==> src/rtl/echo_request_demux_pkg.sv <==
`default_nettype none
// ============================================================================
// Module      : echo_request_demux_pkg
// Description : Shared header layout, state encodings and defaults for the
//               Echo request demux and its message framer.
// Revision    : 1.0 - initial release
// ============================================================================
package echo_request_demux_pkg;

    localparam int HDR_ID_MSB  = 31;
    localparam int HDR_ID_LSB  = 16;
    localparam int HDR_LEN_MSB = 15;
    localparam int HDR_LEN_LSB = 0;

    localparam int c_ID_WIDTH  = HDR_ID_MSB - HDR_ID_LSB + 1;
    localparam int c_LEN_WIDTH = HDR_LEN_MSB - HDR_LEN_LSB + 1;

    localparam logic [c_ID_WIDTH-1:0] ECHO_METHOD_ID_DEFAULT = 16'h0000;

    localparam logic [1:0] c_ST_HDR   = 2'd0;
    localparam logic [1:0] c_ST_PAY   = 2'd1;
    localparam logic [1:0] c_ST_DRAIN = 2'd2;
    localparam logic [1:0] c_ST_DISP  = 2'd3;

    function automatic logic [c_ID_WIDTH-1:0] hdr_id(input logic [31:0] word);
        return word[HDR_ID_MSB:HDR_ID_LSB];
    endfunction

    function automatic logic [c_LEN_WIDTH-1:0] hdr_len(input logic [31:0] word);
        return word[HDR_LEN_MSB:HDR_LEN_LSB];
    endfunction

endpackage
`default_nettype wire

==> src/rtl/echo_request_demux_framer.sv <==
`default_nettype none
// ============================================================================
// Module      : portal_msg_framer
// Description : Splits a header+payload word stream into messages; payloads of
//               rejected headers are drained so the stream never stalls.
// Revision    : 1.0 - initial release
// ============================================================================
module portal_msg_framer
    import echo_request_demux_pkg::*;
(
    input  logic                   clk,
    input  logic                   rst,
    input  logic                   i_in_ena,
    input  logic [31:0]            i_in_data,
    output logic                   o_in_rdy,
    input  logic                   i_hdr_accept,
    output logic [c_ID_WIDTH-1:0]  o_hdr_id,
    output logic [c_LEN_WIDTH-1:0] o_hdr_len,
    output logic                   o_hdr_err,
    output logic                   o_msg_ena,
    output logic [c_ID_WIDTH-1:0]  o_msg_id,
    output logic [31:0]            o_msg_data,
    output logic                   o_msg_last,
    input  logic                   i_msg_rdy
);

    localparam logic [c_LEN_WIDTH-1:0] c_LEN_ONE = 1;

    logic [1:0]             r_state;
    logic [c_LEN_WIDTH-1:0] r_cnt;
    logic [c_ID_WIDTH-1:0]  r_id;
    logic                   w_take;

    assign o_in_rdy   = (r_state == c_ST_PAY) ? i_msg_rdy : 1'b1;
    assign w_take     = i_in_ena & o_in_rdy;
    assign o_hdr_id   = hdr_id(i_in_data);
    assign o_hdr_len  = hdr_len(i_in_data);
    // A zero-length header is rejected whatever its id; nothing follows it.
    assign o_hdr_err  = w_take && (r_state == c_ST_HDR) &&
                        ((o_hdr_len == '0) || !i_hdr_accept);
    assign o_msg_ena  = w_take && (r_state == c_ST_PAY);
    assign o_msg_id   = r_id;
    assign o_msg_data = i_in_data;
    assign o_msg_last = (r_cnt == c_LEN_ONE);

    always_ff @(posedge clk) begin
        if (rst) begin
            r_state <= c_ST_HDR;
            r_cnt   <= '0;
            r_id    <= '0;
        end else if (w_take) begin
            case (r_state)
                c_ST_HDR: begin
                    if (o_hdr_len != '0) begin
                        r_cnt   <= o_hdr_len;
                        r_id    <= o_hdr_id;
                        r_state <= i_hdr_accept ? c_ST_PAY : c_ST_DRAIN;
                    end
                end
                c_ST_PAY, c_ST_DRAIN: begin
                    r_cnt <= r_cnt - c_LEN_ONE;
                    if (r_cnt == c_LEN_ONE) begin
                        r_state <= c_ST_HDR;
                    end
                end
                default: r_state <= c_ST_HDR;
            endcase
        end
    end

endmodule
`default_nettype wire

==> src/rtl/echo_request_demux.sv <==
`default_nettype none
// ============================================================================
// Module      : echo_request_demux
// Description : Parses host request messages and dispatches echoReq calls into
//               Echo, counting rejected messages and dispatched requests.
// Revision    : 1.0 - initial release
// ============================================================================
module echo_request_demux
    import echo_request_demux_pkg::*;
#(
    parameter logic [c_ID_WIDTH-1:0] ECHO_METHOD_ID = ECHO_METHOD_ID_DEFAULT,
    parameter int                    ERR_CNT_WIDTH  = 16
) (
    input  logic                     CLK,
    input  logic                     nRST,
    input  logic                     in__ENA,
    input  logic [31:0]              in_v,
    output logic                     in__RDY,
    output logic                     echoReq__ENA,
    output logic [31:0]              echoReq_v,
    input  logic                     echoReq__RDY,
    output logic [ERR_CNT_WIDTH-1:0] errCount,
    output logic [31:0]              reqCount
);

    localparam logic [ERR_CNT_WIDTH-1:0] c_ERR_ONE = 1;
    localparam logic [c_LEN_WIDTH-1:0]   c_LEN_ONE = 1;

    logic                     r_disp;
    logic [31:0]              r_data;
    logic [ERR_CNT_WIDTH-1:0] r_err_count;
    logic [31:0]              r_req_count;

    logic                     w_frm_rdy;
    logic                     w_hdr_accept;
    logic [c_ID_WIDTH-1:0]    w_hdr_id;
    logic [c_LEN_WIDTH-1:0]   w_hdr_len;
    logic                     w_hdr_err;
    logic                     w_msg_ena;
    logic [c_ID_WIDTH-1:0]    w_msg_id;
    logic [31:0]              w_msg_data;
    logic                     w_msg_last;
    logic                     w_msg_rdy;
    logic                     w_capture;

    assign w_hdr_accept = (w_hdr_id == ECHO_METHOD_ID) && (w_hdr_len == c_LEN_ONE);
    // The framer is already back in header state while a call is pending,
    // so the next header can be taken in the cycle the call fires.
    assign w_msg_rdy    = !r_disp || echoReq__RDY;
    assign in__RDY      = !nRST && (r_disp ? echoReq__RDY : w_frm_rdy);
    assign echoReq__ENA = !nRST && r_disp && echoReq__RDY;
    assign echoReq_v    = r_disp ? r_data : 32'd0;
    assign errCount     = r_err_count;
    assign reqCount     = r_req_count;
    assign w_capture    = w_msg_ena && w_msg_last && (w_msg_id == ECHO_METHOD_ID);

    portal_msg_framer u_framer (
        .clk          (CLK),
        .rst          (nRST),
        .i_in_ena     (in__ENA & in__RDY),
        .i_in_data    (in_v),
        .o_in_rdy     (w_frm_rdy),
        .i_hdr_accept (w_hdr_accept),
        .o_hdr_id     (w_hdr_id),
        .o_hdr_len    (w_hdr_len),
        .o_hdr_err    (w_hdr_err),
        .o_msg_ena    (w_msg_ena),
        .o_msg_id     (w_msg_id),
        .o_msg_data   (w_msg_data),
        .o_msg_last   (w_msg_last),
        .i_msg_rdy    (w_msg_rdy)
    );

    always_ff @(posedge CLK) begin
        if (nRST) begin
            r_disp      <= 1'b0;
            r_data      <= '0;
            r_err_count <= '0;
            r_req_count <= '0;
        end else begin
            if (w_capture) begin
                r_disp <= 1'b1;
                r_data <= w_msg_data;
            end else if (echoReq__ENA) begin
                r_disp <= 1'b0;
            end
            if (echoReq__ENA) begin
                r_req_count <= r_req_count + 32'd1;
            end
            if (w_hdr_err && (r_err_count != '1)) begin
                r_err_count <= r_err_count + c_ERR_ONE;
            end
        end
    end

endmodule
`default_nettype wire

==> config.mk <==
export PLATFORM = sky130hd
export DESIGN_NAME = echo_request_demux
export DESIGN_NICKNAME = d
export VERILOG_FILES = /design/src/rtl/echo_request_demux_pkg.sv /design/src/rtl/echo_request_demux_framer.sv /design/src/rtl/echo_request_demux.sv
export SDC_FILE = /design/constraint.sdc
export NUM_CORES = 1
export LEC_CHECK = 0
export ABC_AREA = 1
export BUFFER_PORTS_ARGS = -buffer_cell sky130_fd_sc_hd__buf_4
export CORE_ASPECT_RATIO = 0.75
export CORE_MARGIN = 2
export CORE_UTILIZATION = 57
export DETAILED_ROUTE_END_ITERATION = 10
export PLACE_DENSITY = 0.81
export SLEW_MARGIN = 20
export SYNTH_ARGS = -nofsm -noshare
export SYNTH_HDL_FRONTEND = slang
export SYNTH_SLANG_ARGS = --single-unit
==> constraint.sdc <==
create_clock -name CLK -period 2 [get_ports CLK]
set_input_delay 0.1 -clock CLK [delete_from_list [all_inputs] [get_ports CLK]]
set_output_delay 0.1 -clock CLK [all_outputs]
set_load 0.02 [all_outputs]
==> flow_summary_export.csv <==
group,metric,value,unit
global_routing,overflow,0,
power,p_leak,0.00377,uW
setup_path,slowest_delay,550,ps
floorplanning,die_w,128,microns
sta,max_freq,563,MHz
clock_network,cts_tree,"done",
global_routing,grt_max_degree,65,
sta,hold_viol_final,0,
cells_and_area,regArea,2300,sq um
placement,dp.cells,1241,
synth,mappedNetlistNets,1047,
cells_and_area,multi_input_area,3580,sq um
placement,gp_congestion,0.941,
sta,skew,9.66,ps
cells_and_area,antenna_cells,0,
routing,wl_per_cell,13.2,microns
placement,port_buffers,117,
routing,drt_wl_total,17200,microns
setup_path,end_kind,"flip-flop",
setup_path,cpMostUsedCell,"nor2_1",
cells_and_area,syn_to_final_growth,28.4,%
power,p_int,4390,uW
routing,first_iter_violations,608,
power,p_sw_frac,0.282,
sta,setup_slack,223,ps
cells_and_area,final_common_cell,"nand2_1",
placement,dp_hpwl,11400,microns
routing,drt_pre_antenna_iters,6,
global_routing,grt_pass1_wl,28400,microns
clock_network,clk_latency,410,ps
clock_network,clk_path_buf_depth,2,
sta,fin_setup_tns,0,ps
power,worst_ir_drop_vdd,0.648,mV
cells_and_area,num-nets-final,1196,
cells_and_area,nFillCells,863,
min_path,hp-class,"in -> reg",
job,cap_violations,0,
sta,slew_viol_final,0,
setup_path,slowest_stage,"dlygate4sd3_1",
synth,synth-seq-area-share,0.352,
routing,via_per_inst,5.21,
setup_path,worst_r2r_path_depth,10,
floorplanning,io-pin-count,118,
power,net-switching-power,1730,uW
synth,avgSynthCellArea,6.51,sq um
routing,vias,6814,
floorplanning,coreArea,11100,sq um
sta,period_needed,1780,ps
sta,period_share,0.888,
clock_network,htree_levels,4,
setup_path,crit_family,"simple AND/OR/NAND/NOR gates",
cells_and_area,drive_gt1_frac,0.194,
cells_and_area,fin_cells,1307,
sta,setup_viol,0,
synth,synth_cell_types,42,
power,power,6120,uW
setup_path,path_buf_inv,3,
synth,yosys_warnings,0,
setup_path,startpoint_type,"input port",
clock_network,clock_sinks,115,
floorplanning,rows,33,
setup_path,crit_type,"in -> reg",
power,p_comb_frac,0.131,
synth,syn_inst,1005,
setup_path,worstPathRequired,2310,ps
placement,pre_cts_ws,293,ps
status,status,"complete, no violations",
clock_network,cts_setup_buffers,0,
cells_and_area,final_cell_mix,"nand2_1, nor2_1, buf_4, dfxtp_1, inv_1",
floorplanning,dieArea,12400,sq um
clock_network,clk_pin_slew,60,ps
global_routing,grt_usage,0.279,
cells_and_area,postLayoutCellArea,8400,sq um
routing,ant_nets,0,
clock_network,cts_buffers,17,
power,power_frac_seq,0.392,
sta,slew_headroom,0.632,
sta,tightest_slew,551,ps
sta,grt_setup_unrepaired,"no",
clock_network,cts_root_buf,"clkbuf_16",
placement,place_area,7480,sq um
setup_path,path_max_fanout,19,
global_routing,antenna_found_initial,0,
floorplanning,die_y,96.8,microns
power,pwr_density_cell,728,nW/um^2
synth,synth.cell_area,6550,sq um
routing,drc_errors,0,
power,p_clk_frac,0.477,
floorplanning,initial_core_util,0.591,
synth,ys_seq_elements,115,
global_routing,first_global_vias,6220,
min_path,holdPathStages,2,
setup_path,path_depth,10,
setup_path,critPathArrivalTime,2080,ps
setup_path,path_cells,"dlygate4sd3_1, buf_4, nor2_1, nand2_1, nor2_4, nand3_1, nand3_4, inv_4, o21ai_0, nor2_1",
==> Yosys cell counts, drive strengths merged <==
master	n	area share
clkinv	2	0.0019
o21bai	1	0.0011
xor2	15	0.020
a21oi	63	0.057
and3	1	0.00096
nand3b	9	0.010
ha	6	0.011
o21ai	78	0.060
nand4	22	0.023
nand3	41	0.037
nor3	13	0.012
buf	18	0.025
or2	1	0.00096
dfxtp	115	0.35
xnor2	3	0.0040
inv	116	0.068
clkbuf	16	0.0094
o22ai	1	0.00096
nor2	221	0.14
nand2	263	0.16
==> layer usage <==
| layer | global-route usage | wire (microns) | vias up |
|---|---|---|---|
| li1 | - | - | 3462 |
| met1 | 0.371 | 7860 | 3076 |
| met2 | 0.454 | 7980 | 256 |
| met3 | 0.0702 | 1230 | 20 |
| met4 | 0.0659 | 152 | 0 |
| met5 | 0 | 0 | - |
==> stage by stage <==
step / hold WS (ps) / util
floorplan: 245 / -
detailed placement: 365 / 0.676
CTS: 86.8 / 0.758
finish: 85.7 / 0.759
global placement: 357 / 0.676
global route: 88.8 / 0.759
==> cells by family (layout without fill, tap and decap cells) <==
family | Yosys count | after routing | share of synthesized area
and+or+nand+nor | 571 | 572 | 0.389
buffers and inverters | 152 | 313 | 0.104
DFF | 115 | 115 | 0.352
adders and majority gates | 6 | 6 | 0.0115
AOI/OAI and AO/OA | 143 | 143 | 0.119
xor gates and xnor gates | 18 | 18 | 0.0241
==> registers in the layout, summed over array words and instances, names as in the netlist <==
| register | count |
|---|---|
| u_framer.r_state | 2 |
| errCount | 16 |
| r_disp | 1 |
| reqCount | 32 |
| u_framer.o_msg_id | 16 |
| u_framer.r_cnt | 16 |
| r_data | 32 |
==> power groups by stage <==
stage                     combinational, uW  sequential [uW]  clock, uW
after floorplan                         534             2440          0
final                                   804             2400       2920
after global routing                    886             2400       3060
after CTS                               782             2400       2930
after global placement                  706             2440          0
after detailed placement                714             2440          0
==> final timing paths <==
path                         from              endpoint  slack [ps]
max                       in_v[6]     u_framer.r_cnt[8]         220
min                          nRST           errCount[2]          90
max reg2reg           reqCount[1]          reqCount[22]         270
min reg2reg  u_framer.o_msg_id[6]  u_framer.o_msg_id[6]         460
==> what timing repair did <==
item                                   4_1_cts  5_1_grt
hold buffers                                33        0
endpoints found under the hold margin       42        0
resized for setup                            0        2
setup endpoints to repair                    0        5
==> final cells by class <==
| cell class | count | area share |
|---|---|---|
| timing repair buffer | 163 | 0.157 |
| clock inverter | 15 | 0.0173 |
| tap | 140 | 0.0208 |
| inverter | 118 | 0.0542 |
| clock buffer | 17 | 0.0506 |
| sequential | 115 | 0.274 |
| multi-input combinational | 739 | 0.426 |
(Power assumes the default switching activity.)
